==> config.mk <==
export PLATFORM = sky130hd
export DESIGN_NAME = poly_load
export DESIGN_NICKNAME = d
export VERILOG_FILES = /design/src/rtl/poly_load.sv
export SDC_FILE = /design/constraint.sdc
export NUM_CORES = 1
export LEC_CHECK = 0
export CAP_MARGIN = 5
export CORE_ASPECT_RATIO = 1.75
export CORE_MARGIN = 5
export CORE_UTILIZATION = 53
export CTS_BUF_LIST = sky130_fd_sc_hd__clkbuf_8 sky130_fd_sc_hd__clkbuf_16
export DETAILED_ROUTE_END_ITERATION = 8
export HOLD_SLACK_MARGIN = 0.12
export PLACE_DENSITY = 0.84
export SLEW_MARGIN = 20
export SYNTH_ARGS = -nofsm -noshare
export SYNTH_HDL_FRONTEND = slang
export SYNTH_SLANG_ARGS = --single-unit
export TNS_END_PERCENT = 5
==> constraint.sdc <==
create_clock -name clk -period 2.74 [get_ports clk]
set_clock_uncertainty 0.15 [all_clocks]
set_input_delay 0.548 -clock clk [delete_from_list [all_inputs] [get_ports clk]]
set_output_delay 0.548 -clock clk [all_outputs]
set_load 0.05 [all_outputs]
==> src/rtl/poly_load.sv <==
// poly_load: assembles a serial coefficient stream into packed operand pairs a/b for the polynomial adder.
// Define POLY_LOAD_DBUF_EN for a two-entry pair buffer; otherwise a single buffer is used.
module poly_load #(
  parameter int D = 4,
  parameter int N = 4
) (
  input  logic           clk,
  input  logic           rst,
  input  logic           clr,
  input  logic           in_valid,
  output logic           in_ready,
  input  logic [N-1:0]   in_coef,
  output logic           out_valid,
  input  logic           out_ready,
  output logic [D*N-1:0] a,
  output logic [D*N-1:0] b
);
`ifdef POLY_LOAD_DBUF_EN
  localparam bit DBUF = 1'b1;
`else
  localparam bit DBUF = 1'b0;
`endif
  localparam int IW = $clog2(D);
  typedef enum logic [1:0] {LOAD_A, LOAD_B, FULL} state_t;
  state_t state_q, state_d;
  logic [IW-1:0] idx_q, idx_d;
  logic [D*N-1:0] a_buf_q, a_buf_d, b_buf_q, b_buf_d, a_q, a_d, b_q, b_d;
  logic hv_q, hv_d, beat, pop, last, complete, take;
  assign beat = in_valid & in_ready;
  assign pop = out_valid & out_ready;
  assign last = idx_q == IW'(D - 1);
  assign complete = beat & last & (state_q == LOAD_B);
  // The held pair is refilled either straight from a completing load or, with two entries, from the pending one.
  assign take = (complete & (!DBUF | !hv_q | pop)) | (DBUF & (state_q == FULL) & pop);
  always_ff @(posedge clk or posedge rst)
    if (rst) state_q <= LOAD_A;
    else state_q <= state_d;
  always_comb begin
    state_d = state_q;
    if (state_q == LOAD_A && beat && last) state_d = LOAD_B;
    if (complete) state_d = (!DBUF || (hv_q && !pop)) ? FULL : LOAD_A;
    if (state_q == FULL && pop) state_d = LOAD_A;
    if (clr) state_d = LOAD_A;
  end
  always_comb begin
    in_ready = state_q != FULL;
    out_valid = hv_q;
    a = a_q;
    b = b_q;
  end
  always_comb begin
    a_buf_d = a_buf_q;
    b_buf_d = b_buf_q;
    if (beat && state_q == LOAD_A) a_buf_d[int'(idx_q)*N +: N] = in_coef;
    if (beat && state_q == LOAD_B) b_buf_d[int'(idx_q)*N +: N] = in_coef;
    if (clr) begin
      a_buf_d = '0;
      b_buf_d = '0;
    end
    idx_d = clr ? '0 : !beat ? idx_q : last ? '0 : idx_q + IW'(1);
    hv_d = clr ? 1'b0 : take ? 1'b1 : pop ? 1'b0 : hv_q;
    a_d = clr ? '0 : take ? a_buf_q : a_q;
    b_d = clr ? '0 : take ? b_buf_d : b_q;
  end
  always_ff @(posedge clk or posedge rst)
    if (rst) begin
      idx_q <= '0;
      hv_q <= 1'b0;
      a_buf_q <= '0;
      b_buf_q <= '0;
      a_q <= '0;
      b_q <= '0;
    end else begin
      idx_q <= idx_d;
      hv_q <= hv_d;
      a_buf_q <= a_buf_d;
      b_buf_q <= b_buf_d;
      a_q <= a_d;
      b_q <= b_d;
    end
endmodule

# After elaboration in Yosys (flattened, before gate mapping)
# Index checks and enable logic that the tools add are counted.
[op_classes]
reduce_logical = 10
add_sub_neg = 2
shifts = 2
bitwise_logic = 4
n_eq_ne = 4
mux = 20
[ops]
columns = ["op", "count"]
rows = [
  ["2-to-1 mux 16 bit", 8],
  ["negator 4 -> 33 bit", 1],
  ["variable shift 4 x 33 -> 16 bit (first input constant)", 1],
  ["variable part select 4 x 33 -> 16 bit", 1],
  ["bitwise mux 16 bit", 2],
  ["2-to-1 mux 2 bit", 7],
  ["nonzero test 2 bit", 3],
  ["bitwise AND 1 bit", 4],
  ["equality test 2 bit (second input constant)", 2],
  ["logical AND 1 bit", 4],
  ["nonzero test 4 bit", 1],
  ["2-to-1 mux 1 bit", 3],
  ["nonzero test 3 bit", 1],
  ["adder 2 x 1 -> 2 bit (second input constant)", 1],
  ["equality test 2 x 1 -> 1 bit (second input constant)", 1],
  ["zero test 2 bit", 1],
  ["!= test 2 bit (second input constant)", 1],
]
[totals]
wordCells = 49
reg_bits = 69
output_inout_bits = 34

# Longest topological paths before layout
[logic_depth]
ltp_word = 8
ltp_mapped = 8
ltp_nobuf = 5

# Worst setup path before layout
# No wires, ideal clock.
[synth_path]
path_kind = "register -> register"
startpoint = "reg idx_q[0]"
endpoint = "reg b_q[11] (netlist: b[11])"
arrival_ps = 1871
setup_ps = 125
stages_incl_launch_ff = 9
required_time_ps = 2465
setup_slack_ps = 594
path_cell_list = "dfrtp_1 -> buf_2 -> inv_1 -> ha_1 -> buf_2 -> nor4bb_1 -> clkbuf_1 -> a32o_1 -> mux2_4"
[synth_between]
elab_chain_cells = 7
word_cells_on_any_way = 12
cone_classes = "add/sub (1); eq/ne (1); shift (2); mux (5); bitwise (2); reduce/logical (1)"
[synth_rtl]
columns = ["item", "line", "source"]
rows = [
  ["start: declaration", "26", "logic [IW-1:0] idx_q, idx_d;"],
  ["start signal: assignment", "74", "idx_q <= idx_d;"],
  ["negator 4 -> 33 bit *", "55", "if (beat && state_q == LOAD_B) b_buf_d[int'(idx_q)*N +: N] = in_coef;"],
  ["variable part select 4 x 33 -> 16 bit / variable shift 4 x 33 -> 16 bit (equally long branches)", "55", ""],
  ["bitwise mux 16 bit *", "55", ""],
  ["2-to-1 mux 16 bit *", "55", ""],
  ["2-to-1 mux 16 bit *", "56", "if (clr) begin"],
  ["via b_buf_d[11]", "27", "logic [D*N-1:0] a_buf_q, a_buf_d, b_buf_q, b_buf_d, a_q, a_d, b_q, b_d;"],
  ["2-to-1 mux 16 bit * (2 in a row)", "63", "b_d = clr ? '0 : take ? b_buf_d : b_q;"],
  ["end signal: assignment", "72", "b_q <= '0;"],
  ["end signal: assignment", "79", "b_q <= b_d;"],
  ["end: declaration", "27", ""],
]
# The timed path passes the listed nets; every way through them passes the cells marked *. The select of a mux whose other input is x is not followed.
# A chain may end at the register's enable or synchronous reset.

# Worst setup path after layout
[layout_path]
startpoint = "reg state_q[1]"
endpoint = "out in_ready"
[layout_between]
elab_chain_cells = 1
[layout_rtl]
columns = ["item", "line", "source"]
rows = [
  ["start: declaration", "25", "state_t state_q, state_d;"],
  ["start signal: assignment", "37", "else state_q <= state_d;"],
  ["!= test 2 bit", "46", "in_ready = state_q != FULL;"],
  ["end: declaration", "11", "output logic in_ready,"],
]
# No other way between the ends.

==> results.txt <==
Status - complete, no violations
Asr flop ratio synth - 1.00
Register area share after synthesis - 0.554
First-pass GRT wire length - 11300 µm
LEAKAGE - 1.69 nW
Worst-path clk slew - 70 ps
Ys Warns - 0
Cells after Synth - 263
Inserted Diodes - 0
Clk buf depth - 2
Fin. max-slew vios - 0
Worst Max-Slew Pin Slew - 564 ps
Wirelength per Cell - 17.2 µm
Clk_lat worst skew - 340 ps
GRT Residual Overflow - 0
Core footprint - 5500 µm²
# rows - 36
Reg2reg setup slack - 390 ps
Relative slew slack - 0.623
Tcrit/Tclk final - 0.908
Vias - 2230
Crit. End Element - primary output
Layout cells sized above 1 - 0.123
GR Util All Layers - 0.211
Crit Reg-Reg Endpoint - b[6]
I/O pin cnt - 43
Internal power - 1.62 mW
VDD IR-drop max - 0.381 mV
RSZ-0062 raised after global routing - no
Tightest Hold Check Type - reg -> reg
Die ar. - 7180 µm²
Gp weighted congestion - 0.837
Root Driver - clkbuf_8
Fin util - 0.678
Cell variety after synth - 44
Clock share of power - 0.454
Final setup viols - 0
Comb pwr share - 0.079
Post-synth EDFFs - 0
Number of global-route vias before repair - 2298
Switch share - 0.228
CTS tree - yes
Crit path to - in_ready
MaxCap Viol Count - 0
Area of the mapped netlist - 2930 µm²
Initial antenna violation count - 0
Final Hold Fails - 0
Final cell count without fillers - 392
Vias per inst - 5.69
Drt pass-1 iters - 4
Syn Nets - 277
Initial Util - 0.534
Die H - 108 µm
WP data arrival - 1790 ps
Yosys reg bits - 65
Clk sink count - 65
Crit-path max FO - 3
Setup bufs post-CTS - 0
Worst Setup SP - state_q[1]
Routed Antenna Nets - 0
Routed WL - 6750 µm
Hold depth - 1
Setup TNS - 0 ps
Buffers on Ports - 42
Inst Count DP - 376
TritonCTS Buffers - 9
DRC Markers - 0
Area added between synthesis and finish - 27.0%
Reg-to-Reg Start - idx_q[0]
Cts repair resizes - 0
Primary FF master, synth - dfrtp_1
CTS Hold Bufs - 0
Fmax - 0.402 GHz
P per Cell Area - 563 nW/µm²
Reg power frac - 0.467
CP Launch Type - register
Min Clock Period, post-route - 2490 ps
Sw Pwr - 479 µW
Initial DRC count - 126
Avg Cell Area, Syn - 11.2 µm²
Largest net degree at the start of global routing - 66
Reg2reg path depth - 5
Post-DP HPWL - 4830 µm
Fin nets - 325
Setup Crit Path Kind - reg -> out
Worst Path Required - 2040 ps
Die X - 66.2 µm
H-tree Lvls - 3
-- synthesized netlist by cell type (2+ instances only) --
library cell / instances / share of area
o2bb2ai_1: 2 / 0.0060
nand3b_1: 5 / 0.013
buf_2: 9 / 0.015
inv_1: 6 / 0.0077
and4b_1: 2 / 0.0068
nand2b_1: 4 / 0.0085
and3_1: 3 / 0.0064
a21oi_1: 20 / 0.034
nand2_1: 18 / 0.023
a211oi_1: 2 / 0.0051
nand4bb_1: 3 / 0.012
a32o_1: 3 / 0.010
a31oi_1: 2 / 0.0043
nand3_1: 17 / 0.029
ha_1: 5 / 0.021
o21ai_0: 2 / 0.0034
a311oi_1: 2 / 0.0060
nand4b_1: 3 / 0.0090
nor4bb_1: 4 / 0.014
a22o_1: 18 / 0.054
and4_1: 2 / 0.0060
nor2b_1: 4 / 0.0085
or2_1: 2 / 0.0043
and4bb_1: 3 / 0.013
dfrtp_1: 65 / 0.55
nor3_1: 2 / 0.0034
nor3b_1: 4 / 0.010
a32oi_1: 2 / 0.0060
clkbuf_1: 10 / 0.013
mux2i_1: 8 / 0.027
o22a_1: 2 / 0.0060
nor2_1: 16 / 0.020
and3b_1: 2 / 0.0060
-- power by group through the flow --
stage	registers, mW	logic, mW	clock network, mW
4_1_cts	0.979	0.168	0.968
2_1_floorplan	1.01	0.0888	0
3_5_place_dp	0.997	0.167	0
6_report	0.979	0.167	0.951
5_1_grt	0.980	0.180	1.01
3_3_place_gp	0.997	0.162	0
-- sequential cells by signal (all words and copies together) (netlist names) --
register   cells
a             16
out_valid      1
idx_q          2
a_buf_q       16
b_buf_q       12
state_q        2
b             16
-- cell families (layout without fill, tap and decap cells) --
group | count (synthesis) | count (layout) | share of synthesized area
AOI/OAI and AO/OA | 56 | 56 | 0.138
adders and majority gates | 5 | 5 | 0.0213
buffers and inverters | 29 | 82 | 0.0452
DFF | 65 | 65 | 0.554
muxes | 9 | 9 | 0.0324
and+or+nand+nor | 99 | 99 | 0.209
-- area by class of cell --
type,instances,area (µm²)
multi-input combinational,169,1170
sequential,65,1630
clock inverter,4,73.8
timing repair buffer,60,568
clock buffer,12,165
fill,420,1770
tap,76,95.1
inverter,6,22.5
-- layout by cell type (no fill, tap or decap), types with 8 or more instances in the layout --
master / synthesis / layout
nor2_1: 16 / 16
nand2_1: 18 / 18
buf_4: 1 / 17
clkdlybuf4s50_1: 0 / 42
dfrtp_1: 65 / 65
a22o_1: 18 / 18
mux2i_1: 8 / 8
clkbuf_8: 0 / 12
nand3_1: 17 / 17
a21oi_1: 20 / 20
-- metrics by stage --
| step | instance area (µm²) | hold slack [ps] | total power, mW | worst slack (ps) |
|---|---|---|---|---|
| 4_1_cts | 3730 | 346 | 2.11 | 240 |
| 6_report | 3730 | 343 | 2.10 | 251 |
| 5_1_grt | 3730 | 368 | 2.17 | 199 |
| 3_5_place_dp | 3490 | 329 | 1.16 | 344 |
| 2_1_floorplan | 2930 | 315 | 1.10 | 416 |
| 3_3_place_gp | 3490 | 323 | 1.16 | 402 |
-- critical path: stages (launching register included) --
cell             delay [ps]
dfrtp_1                 380
nor2b_1                 150
inv_1                   100
clkdlybuf4s50_1         820
-- per-layer routing --
| metal | wire length, µm | part of all wire | global-route usage | up-vias |
|---|---|---|---|---|
| met5 | 0 | 0 | 0 | - |
| met4 | 223 | 0.033 | 0.108 | 0 |
| met3 | 214 | 0.032 | 0.0405 | 18 |
| met2 | 3700 | 0.55 | 0.372 | 51 |
| met1 | 2610 | 0.39 | 0.235 | 1113 |
| li1 | - | - | - | 1048 |
-- worst min-delay path by stage --
stage	slack (ps)	endpoint	from
6_report	340	a[3]	a_buf_q[3]
3_5_place_dp	330	a[12]	a_buf_q[12]
3_3_place_gp	320	a[0]	a_buf_q[0]
5_1_grt	370	a[14]	a[14]
2_1_floorplan	320	a[0]	a_buf_q[0]
4_1_cts	350	a[12]	a_buf_q[12]
Power figures use the tool's default switching activity.
